$ cat src/rtl/axis_to_fifo.sv
// AXI4-Stream slave that serializes each packet into a first-word-fall-through
// narrow word stream: a header beat carrying TUSER, then every data beat split
// into FIFO_DATA_WIDTH words with per-word strobes. A packet whose final beat
// is full gets an all-zero terminator beat so end of packet stays detectable.
module axis_to_fifo #(
   parameter int unsigned C_S_AXIS_DATA_WIDTH  = 256,
   parameter int unsigned C_S_AXIS_TUSER_WIDTH = 128,
   parameter int unsigned FIFO_DATA_WIDTH      = 32
) (
   input  logic                                 axi_aclk,
   input  logic                                 axi_areset,
   input  logic                                 sw_rst,
   input  logic [C_S_AXIS_DATA_WIDTH-1:0]       s_axis_tdata,
   input  logic [C_S_AXIS_DATA_WIDTH/8-1:0]     s_axis_tstrb,
   input  logic [C_S_AXIS_TUSER_WIDTH-1:0]      s_axis_tuser,
   input  logic                                 s_axis_tvalid,
   output logic                                 s_axis_tready,
   input  logic                                 s_axis_tlast,
   input  logic                                 fifo_rd_en,
   output logic [FIFO_DATA_WIDTH-1:0]           fifo_dout,
   output logic [FIFO_DATA_WIDTH/8-1:0]         fifo_dout_strb,
   output logic                                 fifo_empty,
   output logic [31:0]                          pkt_count,
   output logic                                 proto_err
);

   localparam int unsigned DW      = C_S_AXIS_DATA_WIDTH;
   localparam int unsigned UW      = C_S_AXIS_TUSER_WIDTH;
   localparam int unsigned FW      = FIFO_DATA_WIDTH;
   localparam int unsigned WORDS   = DW / FW;
   localparam int unsigned IDX_W   = (WORDS > 1) ? $clog2(WORDS) : 1;
   localparam int unsigned STRB_W  = DW / 8;
   localparam int unsigned WSTRB_W = FW / 8;
   localparam logic [IDX_W-1:0] IDX_LAST = IDX_W'(WORDS - 1);

   typedef enum logic [2:0] {
      S_IDLE,
      S_HDR,
      S_DATA,
      S_NEXT,
      S_TERM
   } state_t;

   state_t              state_q, state_d;
   logic [IDX_W-1:0]    idx_q, idx_d;
   logic                ready_q, ready_d;
   logic                empty_q, empty_d;
   logic                accept_c, consume_c, pkt_done_c;

   logic [DW-1:0]       tdata_q;
   logic [STRB_W-1:0]   tstrb_q;
   logic                tlast_q;
   logic [UW-1:0]       tuser_q;
   logic [31:0]         pkt_count_q;
   logic                proto_err_q;

   logic [WORDS-1:0][FW-1:0]      data_words;
   logic [WORDS-1:0][FW-1:0]      hdr_words;
   logic [WORDS-1:0][WSTRB_W-1:0] strb_words;
   logic [FW-1:0]                 word_c;
   logic [WSTRB_W-1:0]            wstrb_c;

   assign data_words = tdata_q;
   assign hdr_words  = DW'(tuser_q);
   assign strb_words = tstrb_q;

   assign s_axis_tready  = ready_q;
   assign fifo_empty     = empty_q;
   assign fifo_dout      = word_c;
   assign fifo_dout_strb = wstrb_c;
   assign pkt_count      = pkt_count_q;
   assign proto_err      = proto_err_q;

   // State, word index and handshake flags
   always_ff @(posedge axi_aclk or posedge axi_areset) begin
      if (axi_areset) begin
         state_q <= S_IDLE;
         idx_q   <= '0;
         ready_q <= 1'b0;
         empty_q <= 1'b1;
      end else if (sw_rst) begin
         state_q <= S_IDLE;
         idx_q   <= '0;
         ready_q <= 1'b0;
         empty_q <= 1'b1;
      end else begin
         state_q <= state_d;
         idx_q   <= idx_d;
         ready_q <= ready_d;
         empty_q <= empty_d;
      end
   end

   // Next-state logic: accept a beat, then walk idx across its words
   always_comb begin
      state_d    = state_q;
      idx_d      = idx_q;
      accept_c   = 1'b0;
      pkt_done_c = 1'b0;
      consume_c  = fifo_rd_en && !empty_q;
      case (state_q)
         S_IDLE: begin
            if (s_axis_tvalid && ready_q) begin
               accept_c = 1'b1;
               idx_d    = '0;
               state_d  = S_HDR;
            end
         end
         S_HDR: begin
            if (consume_c) begin
               if (idx_q == IDX_LAST) begin
                  idx_d   = '0;
                  state_d = S_DATA;
               end else begin
                  idx_d = idx_q + IDX_W'(1);
               end
            end
         end
         S_DATA: begin
            if (consume_c) begin
               if (idx_q == IDX_LAST) begin
                  idx_d = '0;
                  if (!tlast_q) begin
                     state_d = S_NEXT;
                  end else if (&tstrb_q) begin
                     state_d = S_TERM;
                  end else begin
                     state_d    = S_IDLE;
                     pkt_done_c = 1'b1;
                  end
               end else begin
                  idx_d = idx_q + IDX_W'(1);
               end
            end
         end
         S_NEXT: begin
            if (s_axis_tvalid && ready_q) begin
               accept_c = 1'b1;
               idx_d    = '0;
               state_d  = S_DATA;
            end
         end
         S_TERM: begin
            if (consume_c) begin
               if (idx_q == IDX_LAST) begin
                  idx_d      = '0;
                  state_d    = S_IDLE;
                  pkt_done_c = 1'b1;
               end else begin
                  idx_d = idx_q + IDX_W'(1);
               end
            end
         end
         default: begin
            state_d = S_IDLE;
            idx_d   = '0;
         end
      endcase
      ready_d = (state_d == S_IDLE) || (state_d == S_NEXT);
      empty_d = ready_d;
   end

   // Beat/header capture, packet counter and sticky protocol error
   always_ff @(posedge axi_aclk or posedge axi_areset) begin
      if (axi_areset) begin
         tdata_q     <= '0;
         tstrb_q     <= '0;
         tlast_q     <= 1'b0;
         tuser_q     <= '0;
         pkt_count_q <= '0;
         proto_err_q <= 1'b0;
      end else if (sw_rst) begin
         tdata_q     <= '0;
         tstrb_q     <= '0;
         tlast_q     <= 1'b0;
         tuser_q     <= '0;
         pkt_count_q <= '0;
         proto_err_q <= 1'b0;
      end else begin
         if (accept_c) begin
            tdata_q <= s_axis_tdata;
            tstrb_q <= s_axis_tstrb;
            tlast_q <= s_axis_tlast;
            if (state_q == S_IDLE) begin
               tuser_q <= s_axis_tuser;
            end
            // A partial non-last beat would look like end of packet downstream
            if (!s_axis_tlast && !(&s_axis_tstrb)) begin
               proto_err_q <= 1'b1;
            end
         end
         if (pkt_done_c) begin
            pkt_count_q <= pkt_count_q + 32'd1;
         end
      end
   end

   // Current word selection from registered state (zero when nothing pending)
   always_comb begin
      word_c  = '0;
      wstrb_c = '0;
      case (state_q)
         S_HDR: begin
            word_c  = hdr_words[idx_q];
            wstrb_c = '1;
         end
         S_DATA: begin
            word_c  = data_words[idx_q];
            wstrb_c = strb_words[idx_q];
         end
         default: begin
            word_c  = '0;
            wstrb_c = '0;
         end
      endcase
   end

endmodule

$ cat config.mk
export PLATFORM = sky130hd
export DESIGN_NAME = axis_to_fifo
export DESIGN_NICKNAME = d
export VERILOG_FILES = /design/src/rtl/axis_to_fifo.sv
export SDC_FILE = /design/constraint.sdc
export NUM_CORES = 1
export LEC_CHECK = 0
export CAP_MARGIN = 30
export CORE_MARGIN = 5
export CORE_UTILIZATION = 46
export DETAILED_ROUTE_END_ITERATION = 10
export PLACE_DENSITY = 0.76
export SYNTH_ARGS = -nofsm -noshare
export SYNTH_HDL_FRONTEND = slang
export SYNTH_SLANG_ARGS = --single-unit
$ cat constraint.sdc
create_clock -name axi_aclk -period 13.8 [get_ports axi_aclk]
set_clock_uncertainty 0.15 [all_clocks]
set_input_delay 1.38 -clock axi_aclk [delete_from_list [all_inputs] [get_ports axi_aclk]]
set_output_delay 1.38 -clock axi_aclk [all_outputs]
set_load 0.01 [all_outputs]
==> flow_metrics.py <==
metrics = {
    "status": {
        "status": "complete, no violations",
    },
    "clock_tree": {
        "clock_path_buffers": 3,
        "clk_pin_slew_worst_paths_ns": 0.06,
        "cts_hold_buf": 0,
        "tritoncts": "done",
        "cts.htree.levels": 2,
        "cts_setup_buffers": 0,
        "insertion_delay_ns": 0.58,
        "clock_sinks": 458,
        "cts_root_buf": "clkbuf_16",
        "cts_made_buffers": 49,
        "cts_resized": 0,
    },
    "global_route": {
        "grt.overflow.total": 0,
        "grt_start_max_net_pins": 252,
        "grt_pass1_wl_mm": 119,
        "grt_pass1_vias": 19900,
        "track_usage_pct": 29.0,
        "antenna_found_initial": 15,
    },
    "sta": {
        "period_share_pct": 40.2,
        "setup_tns_ns": 0,
        "rsz0062_at_grt": "no",
        "fin_ws_ns": 8.25,
        "setup_viol": 0,
        "fmaxAchievable_mhz": 180,
        "min_period_ns": 5.55,
        "slew_headroom_pct": 19.3,
        "slew_violations": 0,
        "hold_viol_final": 0,
        "tightestPinTransition_ns": 1.21,
    },
    "synthesis": {
        "yosys.area.top_type": "dfrtp_1",
        "ys.warnings.count": 0,
        "yosysTopAreaCellShare_pct": 52.0,
        "yosysMostFrequentCell": "nand2_1",
        "synth_fp_nets": 2763,
        "synthFlopType": "dfrtp_1",
        "synthAdderAreaFrac_pct": 0.171,
        "syn-instance-count": 2338,
        "postSynthAreaPerCell_sq_um": 9.40,
        "synth_top_family_by_area": "simple AND/OR/NAND/NOR gates",
        "async_reset_ff_share_pct": 100,
        "synthTopCellsByArea": "dfrtp_1, nand2_1, mux4_2",
        "synth_compound_area_share_pct": 11.9,
        "synth_simple_gate_area_share_pct": 18.6,
        "synthTopCellsByCount": "nand2_1, dfrtp_1, a21oi_1",
        "synth_xor_area_share_pct": 0.598,
        "synth-seq-cells": 458,
        "seq_area_frac_synth_pct": 52.1,
        "synth_edf_count": 0,
        "synth_mux_area_share_pct": 12.5,
        "yosysUniqueCellTypes": 51,
        "synth_area_sq_um": 22000,
    },
    "critical_path": {
        "ff2ff_path_depth": 8,
        "worstSetupPathType": "flip-flop to primary output",
        "crit_required_ns": 12.27,
        "endpoint": "fifo_dout[20]",
        "critPathMaxFanout": 31,
        "endpoint_kind": "primary output",
        "r2r_start": "idx_q[0]",
        "arrival_ns": 4.02,
        "critPathLaunch": "idx_q[0]",
        "reg2reg_slack_ns": 9.65,
        "r2r_end": "pkt_count[7]",
        "startpoint_type": "flip-flop",
    },
    "worst_hold_path": {
        "hold_path.class": "flip-flop to flip-flop",
        "whs_path_depth": 2,
    },
    "placed_design": {
        "io_buffer_count": 492,
        "dp.cells": 3275,
        "dp_worst_setup_slack_ns": 8.80,
        "place_hpwl_mm": 55.3,
        "place_congestion": 0.967,
    },
    "pwr": {
        "ir_drop_mv": 0.0967,
        "p_total_mw": 3.30,
        "power.static_leakage_nw": 11.8,
        "p_per_area_nw_per_um2": 114,
    },
    "drt": {
        "wl_per_cell_um": 22.9,
        "top_layer_used": "met5",
        "drt-initial-drc-count": 1915,
        "routed_wirelength_mm": 77.5,
        "met2_length_mm": 38.3,
        "firstDrtPassIters": 6,
        "avgViaCountPerCell": 5.79,
        "ant_nets": 0,
        "wl_met3_mm": 5.21,
        "wl_met1_mm": 29.7,
        "route.detailed.drc": 0,
        "vias": 19600,
    },
    "floorplanning": {
        "dieWidth_um": 229,
        "row_count": 80,
        "start_util_pct": 46.2,
        "core_sq_um": 47500,
        "die_y_um": 229,
        "dieArea_sq_um": 52300,
        "ioPinCount": 493,
    },
    "run": {
        "drv_cap": 0,
    },
    "layout": {
        "syn2layout_area_growth_pct": 31.6,
        "utilization_pct": 60.9,
        "fin_nets": 3138,
        "finalNonFillerCells": 3380,
        "fillers": 3866,
        "drive_above_1_share_pct": 8.32,
    },
}
[how the worst min path moves through the flow]
| stage | from | slack, ns | endpoint |
|---|---|---|---|
| final | data_words[207] | 0.37 | data_words[207] |
| after global routing | data_words[71] | 0.39 | data_words[71] |
| after CTS | data_words[207] | 0.37 | data_words[207] |
| after detailed placement | proto_err | 0.36 | proto_err |
| after global placement | proto_err | 0.33 | proto_err |
| after floorplan | data_words[192] | 0.35 | data_words[192] |
[logic make-up (layout without fill, tap and decap cells)]
logic type                 Yosys count  after routing
other                                0             12
and+or+nand+nor                   1015           1015
DFF                                458            458
AOI/OAI and AO/OA                  507            507
muxes                              144            144
xor gates and xnor gates            15             15
buffers and inverters              196            611
adders and majority gates            3              3
[cell type report]
class	count	area, sq um	area share [%]
multi-input cells	1684	9660	33.4
clock inverters	20	339	1.17
inverters	4	18.8	0.0649
clock buffers	71	1430	4.95
repair buffers	516	5220	18.0
flip-flops and latches	458	11500	39.6
well taps	615	769	2.66
diodes	12	30.0	0.104
[per-stage QoR]
| step | hold WS, ns | area, sq um |
|---|---|---|
| after floorplan | 0.347 | 22000 |
| after global placement | 0.334 | 27100 |
| after detailed placement | 0.355 | 27100 |
| after CTS | 0.370 | 28800 |
| after global routing | 0.394 | 28900 |
| final | 0.367 | 28900 |
[critical path, stage by stage (launching register included)]
cell             delay (ns)
dfrtp_4                0.69
buf_4                  0.59
buf_4                  0.60
mux4_2                 0.58
mux2i_1                0.21
o21ai_0                0.20
clkdlybuf4s50_1        0.54
[state kept, by name, summed over array words and instances, names as in the netlist]
register and flops:
data_words 256, tuser_q 128, pkt_count 32, strb_words 32, idx_q 3, state_q 3, fifo_empty 1, proto_err 1
s_axis_tready 1, tlast_q 1
[cells in the final DEF, fill, tap and decap left out, types with 33 or more instances in the layout]
cell             Yosys  layout
dfrtp_1            457     455
mux2i_1             36      36
clkdlybuf4s50_1      0     491
nor2_1              34      33
clkbuf_16            0      51
mux4_2             104     104
a21oi_1            437     437
o21ai_0             49      49
nand3_1             41      41
nand2_1            864     864
[power by group]
| part | internal (mW) | total, mW | switching (mW) |
|---|---|---|---|
| Clock | 0.890 | 1.45 | 0.560 |
| Combinational | 0.194 | 0.403 | 0.209 |
| Sequential | 1.40 | 1.44 | 0.0429 |
| Total | 2.48 | 3.30 | 0.812 |
[per-layer routing]
metal  global-route usage, %  up-vias
met1                    36.6     9776
met4                    14.6        6
li1                        -     8706
met3                    5.73      189
met5                       0        -
met2                    48.0      886
Note: power is estimated with default switching activity, not from simulation.
